[config.mk]
export PLATFORM = sky130hd
export DESIGN_NAME = cory_spram_arb
export DESIGN_NICKNAME = d
export VERILOG_FILES = /design/src/rtl/cory_spram_arb_pkg.sv /design/src/rtl/cory_rr_arb2.sv /design/src/rtl/cory_spram_arb.sv
export SDC_FILE = /design/constraint.sdc
export NUM_CORES = 1
export LEC_CHECK = 0
export BUFFER_PORTS_ARGS = -buffer_cell sky130_fd_sc_hd__buf_4
export CAP_MARGIN = 20
export CORE_AREA = 2 2 68 70
export CTS_CLUSTER_DIAMETER = 120
export DETAILED_ROUTE_END_ITERATION = 6
export DIE_AREA = 0 0 70 72
export GPL_ROUTABILITY_DRIVEN = 0
export GPL_TIMING_DRIVEN = 0
export PLACE_DENSITY = 0.85
export SKIP_CTS_REPAIR_TIMING = 1
export SLEW_MARGIN = 20
export SYNTH_ARGS = -nofsm -noshare
export SYNTH_HDL_FRONTEND = slang
export SYNTH_HIERARCHICAL = 1
export SYNTH_SLANG_ARGS = --single-unit
[constraint.sdc]
create_clock -name clk -period 2.6 [get_ports clk]
set_input_delay 0.26 -clock clk [delete_from_list [all_inputs] [get_ports clk]]
set_output_delay 0.26 -clock clk [all_outputs]
set_load 0.01 [all_outputs]
[src/rtl/cory_spram_arb_pkg.sv]
// cory_spram_arb_pkg: shared constants and op encoding for the SPRAM arbiter
package cory_spram_arb_pkg;
    localparam int PORTS = 2;
    localparam int STAT_W = 32;
    typedef enum logic {
        OP_RD = 1'b0,
        OP_WR = 1'b1
    } op_e;
endpackage

[src/rtl/cory_rr_arb2.sv]
// cory_rr_arb2: two-input round-robin arbiter; pointer holds the last granted port
module cory_rr_arb2 (
    input  logic       clk,
    input  logic       reset,
    input  logic [1:0] req,
    input  logic       en,
    output logic [1:0] gnt
);
    logic ptr;
    assign gnt[0] = req[0] & (~req[1] | ptr);
    assign gnt[1] = req[1] & (~req[0] | ~ptr);
    // remember the winner so the other port goes first on the next contention
    always_ff @(posedge clk)
        if (reset) ptr <= 1'b1;
        else if (en) ptr <= gnt[1];
endmodule

[src/rtl/cory_spram_arb.sv]
// cory_spram_arb: two-port round-robin sequencer for a single-port RAM; grant stats under `CORY_SPRAM_ARB_STAT_EN
module cory_spram_arb
    import cory_spram_arb_pkg::*;
#(
    parameter int A = 8,
    parameter int D = 8,
    parameter int SIZE = 2**A
) (
    input  logic                clk,
    input  logic                reset,
    input  logic [PORTS-1:0]    i_req_valid,
    output logic [PORTS-1:0]    o_req_ready,
    input  logic [PORTS-1:0]    i_req_write,
    input  logic [PORTS*A-1:0]  i_req_addr,
    input  logic [PORTS*D-1:0]  i_req_wdata,
    output logic                o_rsp_valid,
    input  logic                i_rsp_ready,
    output logic                o_rsp_id,
    output logic [D-1:0]        o_rsp_data,
    output logic                o_rsp_err,
    output logic                o_err,
    output logic                o_ram_csn,
    output logic                o_ram_wen,
    output logic                o_ram_oen,
    output logic [A-1:0]        o_ram_addr,
    output logic [D-1:0]        o_ram_wdata,
    input  logic [D-1:0]        i_ram_rdata,
    output logic [STAT_W-1:0]   o_stat_gnt0,
    output logic [STAT_W-1:0]   o_stat_gnt1,
    output logic [STAT_W-1:0]   o_stat_conf
);
    logic [PORTS-1:0] elig, gnt;
    logic blocked, hit, sel, g, oob, rd, rsp_valid, rsp_id, rsp_err;
    logic [A-1:0] addr_g;
    logic [D-1:0] wdata_g;

    // a new read would clobber the RAM output register while a response is stalled
    assign blocked = rsp_valid & ~i_rsp_ready;
    assign elig = reset ? '0 : i_req_valid & (i_req_write | {PORTS{~blocked}});

    cory_rr_arb2 u_arb (
        .clk   (clk),
        .reset (reset),
        .req   (elig),
        .en    (hit),
        .gnt   (gnt)
    );

    assign hit = |gnt;
    assign g = gnt[1];
    assign addr_g = g ? i_req_addr[2*A-1:A] : i_req_addr[A-1:0];
    assign wdata_g = g ? i_req_wdata[2*D-1:D] : i_req_wdata[D-1:0];
    assign oob = 32'(addr_g) >= SIZE;
    assign sel = hit & ~oob;
    assign rd = hit & (i_req_write[g] == OP_RD);

    assign o_req_ready = gnt;
    assign o_err = hit & oob;
    assign o_ram_csn = ~sel;
    assign o_ram_wen = ~(sel & (i_req_write[g] == OP_WR));
    assign o_ram_addr = sel ? addr_g : '0;
    assign o_ram_wdata = sel ? wdata_g : '0;

    assign o_rsp_valid = rsp_valid;
    assign o_rsp_id = rsp_id;
    assign o_rsp_err = rsp_valid & rsp_err;
    assign o_rsp_data = (rsp_valid & ~rsp_err) ? i_ram_rdata : '0;
    assign o_ram_oen = ~rsp_valid;

    // response slot: loaded by an accepted read, cleared when the consumer takes it
    always_ff @(posedge clk)
        if (reset) begin
            rsp_valid <= 1'b0;
            rsp_id <= 1'b0;
            rsp_err <= 1'b0;
        end else if (rd) begin
            rsp_valid <= 1'b1;
            rsp_id <= g;
            rsp_err <= oob;
        end else if (i_rsp_ready) begin
            rsp_valid <= 1'b0;
        end

`ifdef CORY_SPRAM_ARB_STAT_EN
    logic [STAT_W-1:0] gnt0, gnt1, conf;
    // saturating grant and contention counters
    always_ff @(posedge clk)
        if (reset) begin
            gnt0 <= '0;
            gnt1 <= '0;
            conf <= '0;
        end else begin
            if (gnt[0] && !(&gnt0)) gnt0 <= gnt0 + 1'b1;
            if (gnt[1] && !(&gnt1)) gnt1 <= gnt1 + 1'b1;
            if ((&i_req_valid) && hit && !(&conf)) conf <= conf + 1'b1;
        end
    assign o_stat_gnt0 = gnt0;
    assign o_stat_gnt1 = gnt1;
    assign o_stat_conf = conf;
`else
    assign o_stat_gnt0 = '0;
    assign o_stat_gnt1 = '0;
    assign o_stat_conf = '0;
`endif
endmodule
==> flow_summary.json, run 1 <==
{
  "setup_viol": 0,
  "slew_viol_final": 0,
  "swShare": 0.3408,
  "antenna_found_initial": 0,
  "drt_iter0_markers": 6,
  "hold_path_class": "primary input to register",
  "criticalPathCategory": "register to output pin",
  "grtUsageMet2": 0.2540,
  "yosysTopAreaCell": "buf_4",
  "dieHeight_um": 72,
  "drv_cap": 0,
  "yosysMostFrequentCell": "buf_4",
  "die_w_um": 70,
  "gr-total-overflow": 0,
  "clk_latency_ns": 0.21,
  "cts_sinks": 3,
  "yosys_warnings": 6,
  "vdd_ir_drop_max_v": 0.0001586,
  "synth_common_cells": "buf_4, a22o_1, and2_1",
  "fmax_ghz": 0.4136,
  "synth_area_um2": 1175,
  "portBuffers": 77,
  "cp.arrival_ns": 2.16,
  "grt_max_degree": 12,
  "ys.flop_type": "dfxtp_1",
  "netlist.area_leader.share": 0.6326,
  "grt_pass1_wl_um": 5016,
  "synth_area_leaders": "buf_4, a22o_1, dfxtp_1",
  "synthCells": 149,
  "seq_area_frac_synth": 0.05112,
  "power.share.clock": 0.244,
  "h-tree-depth": 1,
  "cts-buffers-inserted": 3,
  "power_density_nw_per_um2": 245.1,
  "synth_edf_count": 0,
  "min_period_ns": 2.418,
  "p_comb_frac": 0.658,
  "area_growth_pct": 90.20,
  "met1_usage": 0.1140,
  "ctsRootBufferMaster": "clkbuf_8",
  "top_usage_layer": "met2",
  "internal_power_w": 0.0003610,
  "cts_max_path_buffers": 2,
  "rsz0062_at_grt": "false",
  "grt_pass1_vias": 1044,
  "num_rows": 24,
  "r2r_setup_slack_ns": 0.43,
  "wl_per_cell_um": 9.617,
  "fin_worst_skew_ns": 0.001913,
  "dp_hpwl_um": 3334,
  "min_from": "reset",
  "antenna_cells": 0,
  "hold_violations": 0,
  "drc_errors": 0,
  "pre_cts_slack_ns": 0.1529,
  "clk_pin_slew_worst_paths_ns": 0.03,
  "cp-end-kind": "output pin",
  "synthArstFlopShare": 0,
  "crit_fanout": 11,
  "run_status": "finished, final reports clean",
  "ios": 176,
  "grt_usage": 0.1241,
  "ys_ff_latch": 3,
  "core_um2": 4264,
  "r2r-start": "o_rsp_valid",
  "syn_area_per_cell_um2": 7.885,
  "antenna_left": 0,
  "die_area_um2": 5040,
  "firstDrtPassIters": 3,
  "drive_gt1_frac": 0.5780,
  "vias": 1244,
  "total_power_w": 0.0005476,
  "fin_ws_ns": 0.1824,
  "p_seq_frac": 0.098,
  "period_share": 0.9298,
  "required_ns": 2.34,
  "ys_types": 21,
  "critical_path.startpoint": "o_rsp_valid",
  "drt-total-wl_um": 3645,
  "p_sw_w": 0.0001866,
  "gr-usage-met3": 0.05139,
  "final_nets": 375,
  "cts_tree": "built",
  "cp-start-kind": "register",
  "vias_per_cell": 3.282,
  "start_util": 0.2755,
  "cellLeakagePower_nw": 1.449
}
worst max-delay path, cell delays in order, from the launching register on:
cell      delay [ns]
dfxtp_1         0.48
inv_2           0.08
o311a_1         0.39
a21boi_2        0.28
nor2b_1         0.10
buf_6           0.15
buf_12          0.13
a22o_1          0.19
buf_4           0.14
cell type report:
class	instances	area [um^2]
sequential	3	60.06
tap	52	65.06
timing repair buffer	77	578.1
inverter	4	15.01
clock buffer	4	45.04
buffer	102	785.8
fill	414	2029
multi-input combinational	137	685.7
cell families (layout without fill, tap and decap cells):
| family | count (synthesis) | after routing | share of synthesized area |
|---|---|---|---|
| compound gates | 24 | 24 | 0.1811 |
| buf+inv | 106 | 187 | 0.6816 |
| flops | 3 | 3 | 0.05112 |
| other cells | 1 | 98 | 0.003192 |
| simple gates | 15 | 15 | 0.08306 |
per-layer routing:
| layer | part of all wire | up-vias |
|---|---|---|
| li1 | - | 651 |
| met1 | 0.31 | 507 |
| met2 | 0.56 | 84 |
| met3 | 0.12 | 2 |
| met4 | 0.0052 | 0 |
| met5 | 0 | - |
final timing paths:
check             depth (start not counted)              to
hold / removal                            2       u_arb/ptr
setup / recovery                          8  o_ram_wdata[0]
hold reg to reg                           2        o_rsp_id
setup reg to reg                          9       u_arb/ptr
power groups by stage:
stage / clock (W) / sequential (W) / combinational (W)
2_1_floorplan: 0 / 0.0000540 / 0.000240
3_3_place_gp: 0 / 0.0000538 / 0.000349
3_5_place_dp: 0 / 0.0000541 / 0.000351
4_1_cts: 0.000138 / 0.0000535 / 0.000352
5_1_grt: 0.000145 / 0.0000542 / 0.000387
6_report: 0.000133 / 0.0000539 / 0.000360
per-stage QoR:
stage / area [um^2] / instances / setup TNS (ns) / hold WS, ns / utilization
finish: 2235 / 379 / 0 / 0.2538 / 0.5241
global route: 2235 / 379 / 0 / 0.2537 / 0.5241
CTS: 2227 / 379 / -0.5714 / 0.2488 / 0.5223
detailed placement: 2182 / 375 / 0 / 0.4723 / 0.5117
global placement: 2182 / 375 / 0 / 0.4626 / 0.5117
floorplan: 1539 / 246 / 0 / 0.3544 / -
sequential cells by signal, indices dropped and copies added (netlist names):
signal / cells
u_arb/ptr: 1
o_rsp_valid: 1
o_rsp_id: 1
placed cells by master (no fill, tap or decap), drive strengths merged:
cell     count
clkbuf       4
nand2b       1
a211o        1
inv          4
a22oi        1
and2         8
a21boi       2
o31a         1
dfxtp        3
a22o        16
nor3b        1
conb        98
nor2         1
buf        179
o2bb2ai      1
o311a        2
nor2b        4
Power figures use the tool's default switching activity.
==> run 2, diff against run 1 <==
--- a/config.mk
+++ b/config.mk
@@ -13,7 +13,7 @@
 export DIE_AREA = 0 0 70 72
 export GPL_ROUTABILITY_DRIVEN = 0
 export GPL_TIMING_DRIVEN = 0
-export PLACE_DENSITY = 0.85
+export PLACE_DENSITY_LB_ADDON = 0.12
 export SKIP_CTS_REPAIR_TIMING = 1
 export SLEW_MARGIN = 20
 export SYNTH_ARGS = -nofsm -noshare
==> run 2 against run 1 <==
Die area unchanged. Combinational power down 1%. First-iteration DRC count grew to 2.5 times the previous value. Maximum frequency increased by 2.0%. Count of clock-buffer cells in the layout is the same. Clock power about the same. Wire length fell by 9.3%. Register-to-register slack improved by 0.03 ns. Critical endpoint is now o_ram_wen. Largest cell class unchanged. Largest power group unchanged.
==> flow_summary.json, run 2 (synthesis results as in run 1) <==
{
  "critical_path.startpoint": "o_rsp_valid",
  "dieHeight_um": 72,
  "num_rows": 24,
  "period_share": 0.9117,
  "grt_pass1_vias": 961,
  "gr-total-overflow": 0,
  "final_nets": 375,
  "vdd_ir_drop_max_v": 0.0001724,
  "power.share.clock": 0.248,
  "ios": 176,
  "start_util": 0.2755,
  "r2r-start": "o_rsp_valid",
  "final_cell_mix": "buf_4, conb_1, a22o_1, and2_1, nor2b_1",
  "hold_violations": 0,
  "pre_cts_slack_ns": 0.3127,
  "setup_viol": 0,
  "die_area_um2": 5040,
  "crit_fanout": 11,
  "critPathSlowestCell": "dfxtp_1",
  "r2r_setup_slack_ns": 0.46,
  "p_comb_frac": 0.653,
  "final_common_cell": "buf_4",
  "max_stage_delay_ns": 0.48,
  "firstDrtPassIters": 3,
  "crit_family": "compound AO/OA/AOI/OAI gates",
  "antenna_cells": 0,
  "required_ns": 2.34,
  "run_status": "finished, final reports clean",
  "antenna_found_initial": 0,
  "fin_worst_skew_ns": 0.00002302,
  "path_buf_inv": 4,
  "core_um2": 4264,
  "final_util": 0.5232,
  "grt_pass1_wl_um": 4795,
  "design_area_um2": 2231,
  "drt_iter0_markers": 15,
  "cp-start-kind": "register",
  "antenna_left": 0,
  "p_seq_frac": 0.099,
  "cp-end-kind": "output pin",
  "cts-buffers-inserted": 3,
  "p_sw_w": 0.0001835,
  "cts_max_path_buffers": 2,
  "ctsRootBufferMaster": "clkbuf_8",
  "dp_hpwl_um": 3051,
  "min_period_ns": 2.370,
  "fin_ws_ns": 0.2296,
  "min_from": "reset",
  "drt-total-wl_um": 3305,
  "vias": 1194,
  "cts_sinks": 3,
  "drv_cap": 0,
  "internal_power_w": 0.0003606,
  "hold_path_class": "primary input to register",
  "fmax_ghz": 0.4219,
  "slew_viol_final": 0,
  "setup_tns_ns": 0,
  "rsz0062_at_grt": "false",
  "criticalPathCategory": "register to output pin",
  "h-tree-depth": 1,
  "cts_tree": "built",
  "grt_max_degree": 12,
  "clk_pin_slew_worst_paths_ns": 0.03,
  "power_density_nw_per_um2": 243.9,
  "die_w_um": 70,
  "drive_gt1_frac": 0.5749,
  "vias_per_cell": 3.150,
  "swShare": 0.3373,
  "cellLeakagePower_nw": 1.449,
  "portBuffers": 77,
  "clk_latency_ns": 0.21,
  "drc_errors": 0,
  "wl_per_cell_um": 8.720,
  "cp.arrival_ns": 2.11,
  "grt_usage": 0.1162,
  "area_growth_pct": 89.88,
  "path_cells": "inv_2 > o311a_1 > a21boi_2 > nor2b_1 > buf_6 > buf_12 > a22oi_1 > buf_4",
  "placed_cell_area_um2": 2182
}
==> run 2: cell counts in the layout (fill, tap and decap cells not counted) <==
No cell type changed its count.
==> run 2: per-stage QoR <==
step                hold slack (ns)  power [W]  cells
detailed placement           0.4635  0.0004034    375
CTS                          0.2400  0.0005409    379
floorplan                    0.3544  0.0002937    246
global route                 0.2485  0.0005843    379
finish                       0.2440  0.0005441    379
global placement             0.4620  0.0004024    375
==> run 2: final timing paths <==
kind | endpoint | depth (start not counted)
max | o_ram_wen | 8
max reg2reg | u_arb/ptr | 9
min reg2reg | o_rsp_id | 2
min | u_arb/ptr | 2
==> run 2: area by class of cell <==
cell class	count	area, um^2
fillers	422	2033
well taps	52	65.06
flip-flops and latches	3	60.06
plain buffers	102	785.8
clock buffers	4	45.04
multi-input cells	137	681.9
inverters	4	15.01
repair buffers	77	578.1
==> run 2: power groups by stage <==
stage	clock, W	sequential (W)	combinational, W
6_report	0.000135	0.0000539	0.000355
3_5_place_dp	0	0.0000544	0.000349
5_1_grt	0.000145	0.0000550	0.000384
4_1_cts	0.000138	0.0000539	0.000349
2_1_floorplan	0	0.0000540	0.000240
3_3_place_gp	0	0.0000544	0.000348
==> run 2: worst register-to-register path, cell delays in order, from the launching register on <==
cell and delay [ns]:
dfxtp_1 0.48, inv_2 0.07, o311a_1 0.39, a21boi_2 0.27, buf_6 0.19, buf_4 0.18
nor2_1 0.08, inv_1 0.08, nor2b_1 0.05, a211o_1 0.25
==> run 2: metal layers <==
metal	global-route usage	vias up	wire length, um
met5	0	-	0
met4	0.03205	0	0
met3	0.04028	0	440
met2	0.2116	83	1793
met1	0.1292	463	1071
li1	-	648	-
